[src/rtl/stopwatch_ctrl_if.sv]
// rtl/stopwatch_ctrl_if.sv - button inputs and counter-chain/status outputs of the stopwatch controller
interface stopwatch_ctrl_if;
    logic       btn_ss;
    logic       btn_clr;
    logic       btn_lap;
    logic       cnt_pls;
    logic       cnt_clr;
    logic       running;
    logic       lap_hold;
    logic [1:0] state;

    // master: the controller; slave: the button panel / counter chain / display side
    modport master (
        input  btn_ss, btn_clr, btn_lap,
        output cnt_pls, cnt_clr, running, lap_hold, state
    );

    modport slave (
        output btn_ss, btn_clr, btn_lap,
        input  cnt_pls, cnt_clr, running, lap_hold, state
    );
endinterface

[src/rtl/stopwatch_ctrl.sv]
// rtl/stopwatch_ctrl.sv - button debounce, mode FSM and count/clear pulse generation for the stopwatch counter chain
module stopwatch_ctrl #(
    parameter int TICK_DIV = 500000,
    parameter int PLS_HIGH = 4,
    parameter int CLR_LEN  = 4,
    parameter int DEB_LEN  = 1000000
) (
    input  logic              clk,
    input  logic              rst,
    stopwatch_ctrl_if.master  bus
);

    localparam int PW = $clog2(TICK_DIV);
    localparam int HW = $clog2(PLS_HIGH);
    localparam int CW = $clog2(CLR_LEN);
    localparam int DW = (DEB_LEN > 1) ? $clog2(DEB_LEN) : 1;

    localparam logic [PW-1:0] PRE_LAST = PW'(TICK_DIV - 1);
    localparam logic [HW-1:0] PLS_LAST = HW'(PLS_HIGH - 1);
    localparam logic [CW-1:0] CLR_LAST = CW'(CLR_LEN - 1);
    localparam logic [DW-1:0] DEB_LAST = DW'(DEB_LEN - 1);

    typedef enum logic [1:0] {
        IDLE  = 2'b00,
        RUN   = 2'b01,
        PAUSE = 2'b10,
        CLEAR = 2'b11
    } mode_t;

    // bit 0 = start/stop, bit 1 = clear, bit 2 = lap
    logic [2:0]    btn_raw;
    logic [2:0]    sync1;
    logic [2:0]    sync2;
    logic [2:0]    deb;
    logic [2:0]    deb_q;
    logic [2:0]    press;
    logic [DW-1:0] deb_cnt [3];

    mode_t         mode;
    mode_t         nxt;
    logic          nxt_lap;
    logic          lap_hold;
    logic          running;
    logic [PW-1:0] presc;
    logic          cnt_pls;
    logic [HW-1:0] pls_cnt;
    logic          cnt_clr;
    logic [CW-1:0] clr_cnt;
    logic          clr_done;

    logic          ss_p;
    logic          clr_p;
    logic          lap_p;
    logic          wrap;

    assign btn_raw = {bus.btn_lap, bus.btn_clr, bus.btn_ss};
    assign ss_p    = press[0];
    assign clr_p   = press[1];
    assign lap_p   = press[2];
    assign wrap    = (mode == RUN) && (presc == PRE_LAST);

    // The counter only runs while the synchronized level disagrees with the
    // debounced one, so any bounce back to the old level restarts the window.
    always_ff @(posedge clk or posedge rst) begin
        if (rst) begin
            sync1 <= '0;
            sync2 <= '0;
            deb   <= '0;
            deb_q <= '0;
            press <= '0;
            for (int i = 0; i < 3; i++) deb_cnt[i] <= '0;
        end else begin
            sync1 <= btn_raw;
            sync2 <= sync1;
            deb_q <= deb;
            press <= deb & ~deb_q;
            for (int i = 0; i < 3; i++) begin
                if (sync2[i] == deb[i]) begin
                    deb_cnt[i] <= '0;
                end else if (deb_cnt[i] == DEB_LAST) begin
                    deb[i]     <= sync2[i];
                    deb_cnt[i] <= '0;
                end else begin
                    deb_cnt[i] <= deb_cnt[i] + 1'b1;
                end
            end
        end
    end

    always_comb begin
        nxt     = mode;
        nxt_lap = lap_hold;
        case (mode)
            IDLE: begin
                if (clr_p)     nxt = CLEAR;
                else if (ss_p) nxt = RUN;
            end
            RUN: begin
                if (ss_p)  nxt = PAUSE;
                if (lap_p) nxt_lap = ~lap_hold;
            end
            PAUSE: begin
                if (clr_p)     nxt = CLEAR;
                else if (ss_p) nxt = RUN;
                if (lap_p)     nxt_lap = 1'b0;
            end
            CLEAR: begin
                if (clr_done) nxt = IDLE;
            end
            default: nxt = IDLE;
        endcase
        if (nxt == CLEAR && mode != CLEAR) nxt_lap = 1'b0;
    end

    always_ff @(posedge clk or posedge rst) begin
        if (rst) begin
            mode     <= IDLE;
            lap_hold <= 1'b0;
            running  <= 1'b0;
            presc    <= '0;
            cnt_pls  <= 1'b0;
            pls_cnt  <= '0;
            cnt_clr  <= 1'b0;
            clr_cnt  <= '0;
            clr_done <= 1'b0;
        end else begin
            mode     <= nxt;
            lap_hold <= nxt_lap;
            running  <= (nxt == RUN);

            // PAUSE keeps the partial period so resume picks up where it left off
            case (mode)
                RUN:     presc <= wrap ? '0 : presc + 1'b1;
                PAUSE:   presc <= presc;
                default: presc <= '0;
            endcase

            // a launched pulse always runs its full width, whatever the mode does
            if (cnt_pls) begin
                if (pls_cnt == PLS_LAST) begin
                    cnt_pls <= 1'b0;
                    pls_cnt <= '0;
                end else begin
                    pls_cnt <= pls_cnt + 1'b1;
                end
            end else if (wrap) begin
                cnt_pls <= 1'b1;
                pls_cnt <= '0;
            end

            // clear waits for any in-flight count pulse so the two never overlap
            if (mode != CLEAR) begin
                cnt_clr  <= 1'b0;
                clr_cnt  <= '0;
                clr_done <= 1'b0;
            end else if (cnt_clr) begin
                if (clr_cnt == CLR_LAST) begin
                    cnt_clr  <= 1'b0;
                    clr_done <= 1'b1;
                end else begin
                    clr_cnt <= clr_cnt + 1'b1;
                end
            end else if (!clr_done && !cnt_pls) begin
                cnt_clr <= 1'b1;
                clr_cnt <= '0;
            end
        end
    end

    assign bus.cnt_pls  = cnt_pls;
    assign bus.cnt_clr  = cnt_clr;
    assign bus.running  = running;
    assign bus.lap_hold = lap_hold;
    assign bus.state    = mode;

endmodule

[src/flat_wrapper.sv]
// flat-port wrapper written by rule: the top's interface ports become plain ports
module stopwatch_ctrl_flat 
#(
    parameter int TICK_DIV = 500000,
    parameter int PLS_HIGH = 4,
    parameter int CLR_LEN  = 4,
    parameter int DEB_LEN  = 1000000
)
  (clk, rst, bus_btn_ss, bus_btn_clr, bus_btn_lap, bus_cnt_pls, bus_cnt_clr, bus_running, bus_lap_hold, bus_state);
  stopwatch_ctrl_if bus_i ();
  input  logic clk;
  input  logic rst;
  input wire logic [$bits(bus_i.btn_ss)-1:0] bus_btn_ss;
  input wire logic [$bits(bus_i.btn_clr)-1:0] bus_btn_clr;
  input wire logic [$bits(bus_i.btn_lap)-1:0] bus_btn_lap;
  output wire logic [$bits(bus_i.cnt_pls)-1:0] bus_cnt_pls;
  output wire logic [$bits(bus_i.cnt_clr)-1:0] bus_cnt_clr;
  output wire logic [$bits(bus_i.running)-1:0] bus_running;
  output wire logic [$bits(bus_i.lap_hold)-1:0] bus_lap_hold;
  output wire logic [$bits(bus_i.state)-1:0] bus_state;
  assign bus_i.btn_ss = bus_btn_ss;
  assign bus_i.btn_clr = bus_btn_clr;
  assign bus_i.btn_lap = bus_btn_lap;
  assign bus_cnt_pls = bus_i.cnt_pls;
  assign bus_cnt_clr = bus_i.cnt_clr;
  assign bus_running = bus_i.running;
  assign bus_lap_hold = bus_i.lap_hold;
  assign bus_state = bus_i.state;
  stopwatch_ctrl #(.TICK_DIV(TICK_DIV), .PLS_HIGH(PLS_HIGH), .CLR_LEN(CLR_LEN), .DEB_LEN(DEB_LEN)) u_core (.clk(clk), .rst(rst), .bus(bus_i));
endmodule
[config.mk]
export PLATFORM = sky130hd
export DESIGN_NAME = stopwatch_ctrl_flat
export DESIGN_NICKNAME = d
export VERILOG_FILES = /design/src/rtl/stopwatch_ctrl_if.sv /design/src/rtl/stopwatch_ctrl.sv /design/src/flat_wrapper.sv
export SDC_FILE = /design/constraint.sdc
export NUM_CORES = 1
export LEC_CHECK = 0
export BUFFER_PORTS_ARGS = -buffer_cell sky130_fd_sc_hd__buf_4
export CELL_PAD_IN_SITES_DETAIL_PLACEMENT = 1
export CELL_PAD_IN_SITES_GLOBAL_PLACEMENT = 2
export CORE_UTILIZATION = 43
export CTS_BUF_LIST = sky130_fd_sc_hd__clkbuf_2
export DETAILED_ROUTE_END_ITERATION = 16
export GPL_TIMING_DRIVEN = 0
export HOLD_SLACK_MARGIN = 0.06
export PLACE_DENSITY_LB_ADDON = 0.1
export SETUP_SLACK_MARGIN = 0.4
export SYNTH_ARGS = -nofsm -noshare
export SYNTH_HDL_FRONTEND = slang
export SYNTH_SLANG_ARGS = --single-unit
export TNS_END_PERCENT = 1
[constraint.sdc]
create_clock -name clk -period 4.2 [get_ports clk]
set_input_delay 0.42 -clock clk [delete_from_list [all_inputs] [get_ports clk]]
set_output_delay 0.42 -clock clk [all_outputs]
set_load 0.02 [all_outputs]
==> Word level (Yosys, flattened, before mapping) <==
Index checks and enable logic that the tools add are counted.
{ "classes": {"n_mux": 34, "addsub": 6, "reduce_logical": 18, "bitwise": 6, "n_eq_ne": 18} }
{ "op_table": {"columns": ["op", "n"], "rows": [
  ["$mux 20", 6],
  ["$add 20x1->20 const B", 3],
  ["$eq 20x20->1 const B", 3],
  ["$pmux 19 s2", 1],
  ["$mux 2", 11],
  ["$add 19x1->19 const B", 1],
  ["$eq 19x19->1 const B", 1],
  ["$mux 19", 1],
  ["$mux 1", 13],
  ["$eq 2x2->1 const B", 5],
  ["$reduce_and 2->1", 5],
  ["$pmux 2 s3", 1],
  ["$reduce_bool 2->1", 3],
  ["$reduce_bool 3->1", 2],
  ["$add 2x1->2 const B", 2],
  ["$eq 2x1->1 const B", 2],
  ["$not 1->1", 4],
  ["$and 3x3->3", 1],
  ["$eq 1x1->1", 3],
  ["$logic_and 1x1->1", 3],
  ["$ne 3x1->1 const B", 1],
  ["$ne 3x2->1 const B", 1],
  ["$ne 3x3->1 const B", 1],
  ["$not 3->3", 1],
  ["6 further kinds", 7]
]} }
{ "totals": {"reg_bits": 105, "elab_cells": 101} }

==> Longest topological paths before layout <==
{ "logic_depth": {"depth_word": 7, "mapped_depth": 8} }

==> Worst setup path before layout <==
No wires, ideal clock.
{ "synth_path": {"path_type": "register to register", "from": "register u_core.presc[0]", "to": "register u_core.presc[12]", "path_slack_ns": 2.516, "required_time_ns": 4.079, "setup_ns": 0.121, "period_less_slack_ns": 1.684, "t_arrival_ns": 1.563, "stages_incl_launch_ff": 8, "path_buffers": 1, "cell_sequence": "dfrtp_1 -> ha_1 -> and4_1 -> nand4_2 -> o21ai_2 -> buf_6 -> o21ai_1 -> a22o_1"} }
{ "synth_via": {"elab_chain_cells": 4, "elab_cells_between_ends": 5, "classes_between": "1 x add/sub; 1 x eq/ne; 2 x mux; 1 x reduce/logical"} }
{ "synth_lines": {"columns": ["element", "line_no", "text"], "rows": [
  ["start, declared", "stopwatch_ctrl.sv:44", "logic [PW-1:0] presc;"],
  ["start signal, assigned", "stopwatch_ctrl.sv:133", "RUN: presc <= wrap ? '0 : presc + 1'b1;"],
  ["start signal, assigned", "stopwatch_ctrl.sv:134", "PAUSE: presc <= presc;"],
  ["branches (longest 2 deep; another with $add 19x1->19)", null, null],
  ["$mux 19 (*)", "stopwatch_ctrl.sv:133", null],
  ["$pmux 19 s2 (*)", "stopwatch_ctrl.sv:132", "case (mode)"]
]} }
Every way passes the cells marked *.
A chain may end at the register's enable or synchronous reset.

==> Final worst setup path <==
Ends and elaborated chain as after synthesis.

==> results.yml <==
run_status:
  status: "completed"
clocking:
  post_cts_resized: 0
  clockBufferDepth: 2
  clk_latency_ps: 650
  postCtsSetupRepairBufs: 0
  cts_root_buffer: "clkbuf_2"
  tritoncts: "built"
  clk_pin_slew_ps: 300
  htree_levels: 3
  clkSinkCount: 105
  numCtsBuffers: 9
critical_path:
  reg2reg_depth: 7
  crit_family: "compound AO/OA/AOI/OAI gates"
  arrival_ps: 2560
  required_ps: 4780
  slowest_stage: "dfrtp_1"
  cp.depth: 7
  critical_path_class: "reg -> reg"
  critPathBufInv: 1
  cp-start-kind: "flip-flop"
  end_kind: "flip-flop"
  crit_fanout: 10
  cpPeakStageDelay_ps: 480
  path_cells: "ha_1, and4_1, nand4_2, o21ai_2, buf_6, o21ai_1, a22o_1"
global_routing:
  grt_remaining_overflow: 0
  grt_pass1_wl_um: 18600
  grt_use_met1_pct: 24.0
  grt_util_met3_pct: 5.10
  grtUsageMet2_pct: 31.3
  grt_pass1_vias: 3842
  track_usage_pct: 18.9
  top_usage_layer: "met2"
  antenna_found_initial: 0
  grt_max_degree: 66
synthesis:
  synth_area_leader_cell: "dfrtp_1"
  synth_fp_nets: 512
  ys.flop_type: "dfrtp_1"
  ys_seq_area_share_pct: 51.9
  avgSynthCellArea_sq_um: 10.1
  netlist_area_sq_mm: 0.00506
  synthArstFlopShare_pct: 100
  synth_cells: 501
  yosys.area.top_type_share_pct: 51.9
  ys.warnings.count: 0
  synth_area_leaders: "dfrtp_1 (52%), nor2_1 (6.0%), xor2_1 (5.5%)"
  yosysUniqueCellTypes: 50
  ys_ff_latch: 105
  synth_edf_count: 0
place:
  dpl.hpwl_um: 7090
  io_buffers: 10
  place.gp.congestion: 0.744
  preCtsSetupSlack_ps: 2260
drt:
  drtAntennaViolNets: 0
  vias: 3621
  first_pass_iters: 4
  drc: 0
  avgViaCountPerCell: 5.36
  wl_per_cell_um: 15.2
  drt_iter0_drc: 164
  wl_um: 10300
timing:
  min_period_over_period_pct: 47.2
  finalSetupViolations: 0
  drv_slew: 0
  rsz0062_at_grt: "false"
  fmax_ghz: 0.504
  setup_ws_ps: 2220
  relSlewSlack_pct: 63.9
  finalHoldViolCount: 0
  tightest_slew_ps: 542
  clock-skew-final_ps: 30.5
  hold_slack_ps: 327
  period_minus_slack_ps: 1980
power_and_ir_drop:
  pwr_density_cell_mw_per_mm2: 288
  p_leak_nw: 2.38
  power.total_w: 0.00159
  ir_drop_v: 0.000212
floorplan:
  rows: 39
  ios: 11
  fp.dieW_um: 110
  core_sq_mm: 0.0115
  die-area_sq_mm: 0.0122
  die_height_um: 110
  initial_core_util_pct: 44.1
layout:
  area_delta_synth_final_pct: 8.70
  diodes: 0
  drive_gt1_share_pct: 10.7
  final_nets: 538
min_path:
  min_path_type: "in -> async"
run:
  max-cap-violations: 0
[layer usage]
| layer | up-vias | wire (um) |
|---|---|---|
| met5 | - | 0 |
| met4 | 0 | 143 |
| met3 | 14 | 288 |
| met2 | 26 | 4950 |
| met1 | 1806 | 4870 |
| li1 | 1775 | - |
[path summary, 6_finish.rpt]
path,startpoint,endpoint,slack (ps)
max,u_core.presc[0]$_DFFE_PP0N_,u_core.presc[12]$_DFFE_PP0N_,2220
min,rst,u_core.sync1[0]$_DFF_PP0_,330
max reg2reg,u_core.presc[0]$_DFFE_PP0N_,u_core.presc[12]$_DFFE_PP0N_,2220
min reg2reg,u_core.sync1[2]$_DFF_PP0_,u_core.sync2[2]$_DFF_PP0_,380
max in group asynchronous,rst,u_core.pls_cnt[1]$_DFFE_PP0P_,3150
min in group clk,u_core.sync1[2]$_DFF_PP0_,u_core.sync2[2]$_DFF_PP0_,380
[logic make-up after synthesis]
| kind of cell | synth area share [%] |
|---|---|
| AND/OR/NAND/NOR | 27.0 |
| AO/OA/AOI/OAI | 4.57 |
| buffers and inverters | 3.04 |
| XOR/XNOR | 10.0 |
| adder cells (fa/ha/maj) | 1.48 |
| multiplexers | 1.90 |
| flip-flops | 51.9 |
[report_power, final]
part / leakage [nW] / switching [W] / internal, W / total, W
clock network: 0.0666 / 0.000355 / 0.000142 / 0.000496
logic: 0.869 / 0.0000377 / 0.0000195 / 0.0000572
registers: 1.45 / 0.00000963 / 0.00102 / 0.00103
total: 2.38 / 0.000402 / 0.00119 / 0.00159
[synthesized netlist by cell type, types with 3 or more instances]
library cell	n
a21oi_1	10
and3_1	10
and4_1	6
buf_4	5
buf_6	3
clkbuf_1	3
dfrtp_1	105
ha_1	6
inv_1	14
mux2_2	5
mux2i_1	4
nand2_1	48
nand2b_1	3
nand3_1	39
nand3b_1	3
nand4_1	16
nand4_2	3
nor2_1	81
nor2b_1	5
nor3_1	10
nor4_1	4
nor4_2	5
nor4_4	3
o21a_1	4
o21ai_0	10
o21ai_1	3
or3_1	8
xnor2_1	26
xor2_1	32
[flip-flops by register name (all words and copies together) (netlist names), 2 cells and up]
| register | count |
|---|---|
| u_core.presc | 19 |
| u_core.deb_q | 3 |
| u_core.pls_cnt | 2 |
| u_core.press | 3 |
| u_core.sync2 | 3 |
| u_core.clr_cnt | 2 |
| u_core.deb_cnt | 60 |
| u_core.bus.state | 2 |
| u_core.sync1 | 3 |
| u_core.deb | 3 |
[area by class of cell]
class / count / area, sq um
Tap cell: 143 / 179
Fill cell: 1315 / 5970
Inverter: 14 / 55.1
Timing Repair Buffer: 15 / 143
Sequential cell: 105 / 2630
Clock inverter: 6 / 66.3
Buffer: 13 / 101
Multi-Input combinational cell: 369 / 2280
Clock buffer: 10 / 50.0
[timing repair]
action	4_1_cts	5_1_grt
hold buffers	4	0
endpoints found under the hold margin	43	0
endpoints found under the setup margin	0	0
[placed cells by master (no fill, tap or decap), types with 5 or more instances in the layout]
cell type	netlist	final
nor4_2	5	5
and3_1	10	10
dfrtp_1	105	105
xnor2_1	26	26
inv_1	14	13
xor2_1	32	32
nor3_1	10	10
nor2_1	81	81
nor2b_1	5	5
nand2_1	48	48
or3_1	8	8
buf_4	5	15
and4_1	6	6
mux2_2	5	5
a21oi_1	10	10
o21ai_0	10	10
clkbuf_2	0	10
nand3_1	39	39
nand4_1	16	16
ha_1	6	6
[tightest hold or removal path, stage by stage]
cell           delay [ps]
dlygate4sd3_1         540
buf_4                 140
inv_4                 400
[stage by stage]
stage	instance area, sq um	util, %	TNS [ps]	std cells
2_1_floorplan	5060	-	0	501
3_3_place_gp	5320	46.4	-32570	654
3_5_place_dp	5350	46.6	0	655
4_1_cts	5500	48.0	0	675
5_1_grt	5500	48.0	0	675
6_report	5500	48.0	0	675
No activity file was read; power rests on OpenSTA's default activity.
